===== src/rtl/core_run_ctrl.sv =====
// Run/halt/single-step sequencer for the RV32I core: gates commit via core_en,
// with a post-reset hold, one PC breakpoint and cycle/instret counters.
module core_run_ctrl #(
    parameter int unsigned HOLD_CYCLES = 4,
    parameter bit          START_RUN   = 1'b1,
    parameter int unsigned CNT_W       = 32
) (
    input  logic             clk,
    input  logic             rst,
    input  logic             run_req,
    input  logic             halt_req,
    input  logic             step_req,
    input  logic             clr_cnt,
    input  logic             bp_en,
    input  logic [31:0]      bp_addr,
    input  logic [31:0]      pc,
    output logic             core_en,
    output logic             halted,
    output logic             bp_hit,
    output logic [1:0]       state,
    output logic [CNT_W-1:0] cycle_cnt,
    output logic [CNT_W-1:0] instret_cnt
);

    localparam int unsigned HOLD_W = (HOLD_CYCLES > 1) ? $clog2(HOLD_CYCLES) : 1;
    localparam logic [HOLD_W-1:0] HOLD_LAST = HOLD_W'(HOLD_CYCLES - 1);

    typedef enum logic [1:0] {
        S_HOLD = 2'b00,
        S_RUN  = 2'b01,
        S_HALT = 2'b10,
        S_STEP = 2'b11
    } state_e;

    state_e            state_q;
    state_e            state_d;
    logic [HOLD_W-1:0] hold_cnt_q;
    logic              bp_skip_q;
    logic              bp_hit_q;
    logic [CNT_W-1:0]  cycle_cnt_q;
    logic [CNT_W-1:0]  instret_cnt_q;

    logic              bp_match;
    logic              bp_stop;
    logic              resume;

    // State register
    always_ff @(posedge clk or negedge rst) begin
        if (!rst) begin
            state_q <= S_HOLD;
        end else begin
            state_q <= state_d;
        end
    end

    // Next-state logic
    always_comb begin
        state_d = state_q;
        case (state_q)
            S_HOLD: begin
                if (hold_cnt_q == HOLD_LAST) begin
                    state_d = START_RUN ? S_RUN : S_HALT;
                end
            end
            S_RUN: begin
                if (bp_match || halt_req) begin
                    state_d = S_HALT;
                end
            end
            S_HALT: begin
                if (step_req) begin
                    state_d = S_STEP;
                end else if (run_req) begin
                    state_d = S_RUN;
                end
            end
            S_STEP: begin
                state_d = S_HALT;
            end
            default: begin
                state_d = S_HOLD;
            end
        endcase
    end

    // Commit gating and state-derived strobes; a step always commits, even on the breakpoint
    always_comb begin
        bp_match = bp_en && (pc == bp_addr) && !bp_skip_q;
        core_en  = 1'b0;
        halted   = 1'b0;
        bp_stop  = 1'b0;
        resume   = 1'b0;
        case (state_q)
            S_RUN: begin
                core_en = !bp_match;
                bp_stop = bp_match;
            end
            S_HALT: begin
                halted = 1'b1;
                resume = step_req || run_req;
            end
            S_STEP: begin
                core_en = 1'b1;
            end
            default: begin
                core_en = 1'b0;
            end
        endcase
    end

    // Post-reset hold timer
    always_ff @(posedge clk or negedge rst) begin
        if (!rst) begin
            hold_cnt_q <= '0;
        end else if (state_q == S_HOLD && hold_cnt_q != HOLD_LAST) begin
            hold_cnt_q <= hold_cnt_q + HOLD_W'(1);
        end
    end

    // Breakpoint status; skip lets a resume at bp_addr execute that instruction once
    always_ff @(posedge clk or negedge rst) begin
        if (!rst) begin
            bp_skip_q <= 1'b0;
            bp_hit_q  <= 1'b0;
        end else begin
            if (resume) begin
                bp_skip_q <= 1'b1;
            end else if (core_en) begin
                bp_skip_q <= 1'b0;
            end
            if (resume) begin
                bp_hit_q <= 1'b0;
            end else if (bp_stop) begin
                bp_hit_q <= 1'b1;
            end
        end
    end

    // Free-wrapping performance counters, clear wins over increment
    always_ff @(posedge clk or negedge rst) begin
        if (!rst) begin
            cycle_cnt_q   <= '0;
            instret_cnt_q <= '0;
        end else if (clr_cnt) begin
            cycle_cnt_q   <= '0;
            instret_cnt_q <= '0;
        end else begin
            if (state_q != S_HOLD) begin
                cycle_cnt_q <= cycle_cnt_q + CNT_W'(1);
            end
            if (core_en) begin
                instret_cnt_q <= instret_cnt_q + CNT_W'(1);
            end
        end
    end

    assign state       = state_q;
    assign bp_hit      = bp_hit_q;
    assign cycle_cnt   = cycle_cnt_q;
    assign instret_cnt = instret_cnt_q;

endmodule

===== config.mk =====
export PLATFORM = sky130hd
export DESIGN_NAME = core_run_ctrl
export DESIGN_NICKNAME = d
export VERILOG_FILES = /design/src/rtl/core_run_ctrl.sv
export SDC_FILE = /design/constraint.sdc
export NUM_CORES = 1
export LEC_CHECK = 0
export CAP_MARGIN = 20
export CORE_UTILIZATION = 34
export DETAILED_ROUTE_END_ITERATION = 10
export SYNTH_ARGS = -nofsm -noshare
export SYNTH_HDL_FRONTEND = slang
export SYNTH_SLANG_ARGS = --single-unit

===== constraint.sdc =====
create_clock -name clk -period 4.5 [get_ports clk]
set_input_delay 1.35 -clock clk [delete_from_list [all_inputs] [get_ports clk]]
set_output_delay 1.35 -clock clk [all_outputs]
set_load 0.02 [all_outputs]

# Yosys cells after proc, flatten, opt, wreduce, memory -nomap -nowiden
# Cells that the tools add are included.
dict set report word_totals {
  regBits 70
  wordCells 49
}
dict set report classes {
  add_sub_neg 3
  n_eq_ne 9
  muxes 17
  reduce_logical 14
}
# operator n
set ops {}
lappend ops {{32-bit 2-to-1 mux} 4}
lappend ops {{32-bit by 1-bit adder with 32-bit output, second input constant} 2}
lappend ops {{32-bit equality test} 1}
lappend ops {{2-bit nonzero test} 5}
lappend ops {{2-bit 2-to-1 mux} 4}
lappend ops {{2-bit one-hot mux with 4 select lines} 1}
lappend ops {{1-bit 2-to-1 mux} 7}
lappend ops {{2-bit equality test, second input constant} 3}
lappend ops {{2-bit != test, second input constant} 3}
lappend ops {{1-bit logical AND} 3}
lappend ops {{3-bit != test, second input constant} 1}
lappend ops {{3-bit AND reduction} 1}
lappend ops {{2-bit by 1-bit adder with 2-bit output, second input constant} 1}
lappend ops {{2-bit by 1-bit equality test with 1-bit output, second input constant} 1}
lappend ops {{1-bit zero test} 2}
lappend ops {{2-bit zero test} 1}
lappend ops {{1-bit logical OR} 2}
lappend ops {{1-bit one-hot mux with 2 select lines} 1}

# Depth between registers and ports, before layout
dict set report logic_depth {
  ltp_word 7
  depth_mapped 9
}

# Worst setup path after synthesis
# No wires, ideal clock.
dict set report synth_timing {
  kind {input-to-output}
  start {input bp_addr[11]}
  end {output core_en}
  arrival_ns 2.760
  t_required_ns 3.150
  setup_slack_ns 0.390
  stages 7
  cell_sequence {xnor2_1 nand4_1 or4_4 o31ai_4 buf_6 buf_8 inv_1}
}
dict set report synth_via {
  elab_chain_cells 5
}
# element line_no
set synth_rtl {}
lappend synth_rtl {{start: declaration} 15} ;# input logic [31:0] bp_addr,
lappend synth_rtl {{32-bit equality test} 88} ;# bp_match = bp_en && (pc == bp_addr) && !bp_skip_q;
lappend synth_rtl {{1-bit logical AND (2 in a row)} 88}
lappend synth_rtl {{1-bit zero test} 95} ;# core_en = !bp_match;
lappend synth_rtl {{1-bit one-hot mux with 2 select lines} 93} ;# case (state_q)
lappend synth_rtl {{end: declaration} 17} ;# output logic core_en,
# No other way between the ends.

# Final worst setup path
dict set report layout_timing {
  start {input bp_addr[8]}
  end {output core_en}
}
# The elaborated chain is that of the path after synthesis.

==> out/metrics.yaml <==
placement:
  port_buffers: 139
  placed_cells: 693
  place.gp.congestion: 0.7949
  hpwl_microns: 7541
pwr:
  peakVddDrop_mv: 0.1835
  power_density_nw_per_um2: 337.0
  leakagePower_nw: 2.191
setup_path:
  worstPathMaxFanout: 2
  critPathArrivalTime_ns: 3.04
  cp.required_ns: 3.15
  path_cells: "clkdlybuf4s50_1, xnor2_1, nand3_1, or4_4, o31ai_4, inv_1, buf_2"
  cp-start-kind: "input port"
  r2r_cells: 5
  end_kind: "output port"
  cp_slowest_cell: "or4_4"
  slowest_delay_ns: 0.54
  path_class: "input port to output port"
synthesis:
  yosysTopAreaCell: "dfrtp_1"
  netlist_area_sq_um: 3929
  avgSynthCellArea_sq_um: 9.201
  synth_warnings: 0
  synthTopCellsByArea: "dfrtp_1 45%, xor2_1 6.5%, xnor2_1 5.6%"
  synth.yosys.seq_area_share_pct: 44.59
  synth_ff_type: "dfrtp_1"
  synth_common_cells: "70 x dfrtp_1, 42 x a21oi_1, 35 x o21ai_0, 34 x or3_1, 32 x nand2_1"
  synth_most_common_cell: "dfrtp_1"
  ys_types: 43
  syn_nets: 501
  synth_top_area_share_pct: 44.59
  synth-edff-count: 0
  synth-seq-cells: 70
  syn_inst: 427
  synthArstFlopShare_pct: 100.0
die:
  dieWidth_microns: 109.5
  core_area_sq_um: 11030
  start_util_pct: 35.62
  ios: 140
  num_rows: 38
  dieArea_sq_um: 11990
  die_y_microns: 109.5
final_layout:
  fillers: 1057
  n_antenna_cell: 0
  syn2layout_area_growth_pct: 45.96
  fin_util_pct: 51.99
  final_layout_size_suffix_gt1_share_pct: 6.151
  final_nets: 638
  stdcell_count: 709
job:
  maxCapViolCount: 0
clock_tree:
  cts-root-buf: "clkbuf_16"
  cts_tree: "yes"
  numCtsBuffers: 9
  clock_sinks: 70
  clock_path_buffers: 2
  clk_pin_slew_ns: 0.06
  htreeDepth: 3
  clk_latency_ns: 0.33
  cts-hold-fix-buffers: 0
global_route:
  grt-ovfl-total: 0
  track_usage_pct: 18.05
  grt_antenna_before_repair: 0
  grt_max_degree: 59
  grt_pass1_wl_microns: 16840
  grt_pass1_vias: 3543
drt:
  vias: 3711
  wl_per_cell_microns: 14.66
  dr.first_iter.drc_count: 153
  dr.pass1.iters: 4
  routed_wirelength_microns: 10390
  avgViaCountPerCell: 5.234
  drtAntennaViolNets: 0
  drc: 0
sta:
  period_share_pct: 97.53
  skew_ns: 0.01276
  finalMaxSlewViolations: 0
  setup_violations: 0
  max_slew_margin_pct: 48.10
  fmax_mhz: 227.9
  finalCriticalPeriod_ns: 4.389
  worstMarginPinSlew_ns: 0.7785
  rsz0062_at_grt: "no"
  finalHoldViolations: 0
run_status:
  outcome: "finished, final reports clean"
worst_hold_path:
  hold_class: "flop to flop"
  min_path_cells: 1
per-layer routing:
| metal | up-vias | GRT usage (%) | part of all wire [%] | wire, microns |
|---|---|---|---|---|
| li1 | 1808 | - | - | - |
| met3 | 10 | 4.742 | 6.0 | 620 |
| met4 | 0 | 6.000 | 1.1 | 112 |
| met2 | 110 | 31.13 | 49 | 5096 |
| met5 | - | 0 | 0 | 0 |
| met1 | 1783 | 21.78 | 44 | 4563 |
path summary, 6_finish.rpt:
path | to | start | slack (ns)
max | core_en | bp_addr[8] | 0.11
min | hold_cnt_q[0]$_DFFE_PN0P_ | hold_cnt_q[0]$_DFFE_PN0P_ | 0.48
max reg2reg | cycle_cnt[25]$_DFFE_PN0P_ | cycle_cnt[7]$_DFFE_PN0P_ | 2.28
min reg2reg | hold_cnt_q[0]$_DFFE_PN0P_ | hold_cnt_q[0]$_DFFE_PN0P_ | 0.48
max in group asynchronous | cycle_cnt[4]$_DFFE_PN0P_ | rst | 2.56
min in group asynchronous | instret_cnt[20]$_DFFE_PN0P_ | rst | 1.10
sequential cells by signal, summed over array words and instances (netlist names):
name	count
bp_hit	1
bp_skip_q	1
state	2
hold_cnt_q	2
cycle_cnt	32
instret_cnt	32
logic make-up (layout without fill, tap and decap cells):
kind of cell,after synthesis,in the layout,share of synthesized area (%)
fa+ha+maj,3,3,0.9555
mux,3,3,0.7962
simple gates,179,179,25.32
xor+xnor,54,54,12.04
flops,70,70,44.59
buf+inv,30,172,3.981
compound gates,88,88,12.33
worst max-delay path: cells and delay by family:
kind | cells | cell delay (ns)
AO/OA/AOI/OAI | 1 | 0.19
XOR/XNOR | 1 | 0.19
buffers and inverters | 3 | 0.64
AND/OR/NAND/NOR | 2 | 0.66
what timing repair did:
| item | CTS | global route |
|---|---|---|
| pin swaps | 1 | 4 |
| hold endpoints to repair | 0 | 0 |
| setup endpoints to repair | 1 | 1 |
| buffers inserted | 0 | 0 |
| resized for setup | 4 | 0 |
through the flow:
step | hold slack [ns] | TNS (ns) | worst slack [ns] | power, mW | instance area (sq um)
global route | 0.4951 | 0 | 0.0006766 | 2.033 | 5734
global placement | 0.4617 | -0.3024 | -0.3024 | 1.178 | 5415
CTS | 0.4793 | 0 | 0.05186 | 1.961 | 5734
floorplan | 0.4480 | 0 | 0.3899 | 1.015 | 3929
finish | 0.4805 | 0 | 0.1113 | 1.932 | 5734
detailed placement | 0.4676 | -0.3470 | -0.3470 | 1.185 | 5415
where the power goes:
group	switching [mW]	total, mW	internal (mW)
registers	0.0542	0.726	0.672
clock network	0.279	0.766	0.487
logic	0.239	0.441	0.201
total	0.572	1.93	1.36
cell type report:
class	instances	area, sq um	share of cell area, %
clock buffer	9	225.2	3.928
clock inverter	7	98.84	1.724
inverter	11	41.29	0.7201
multi-input combinational	327	2021	35.24
sequential	70	1752	30.55
tap	140	175.2	3.055
timing repair buffer	145	1421	24.79
cell usage in the layout (no fill, tap or decap), types with 3 or more instances in the layout:
cell type / instances
clkbuf_16: 9
nor3_1: 4
ha_1: 3
nor2_1: 29
nand4_1: 23
or3_1: 34
xnor2_1: 25
and3_1: 6
nand2_1: 32
a21oi_1: 42
xor2_1: 29
dfrtp_1: 70
nand3_1: 20
clkinv_4: 3
and4_1: 6
nor4_1: 5
and2_1: 3
buf_4: 6
o21ai_0: 35
clkdlybuf4s50_1: 136
or4_1: 5
o31ai_1: 5
inv_1: 11
buf_2: 3
Note: power is estimated with default switching activity, not from simulation.
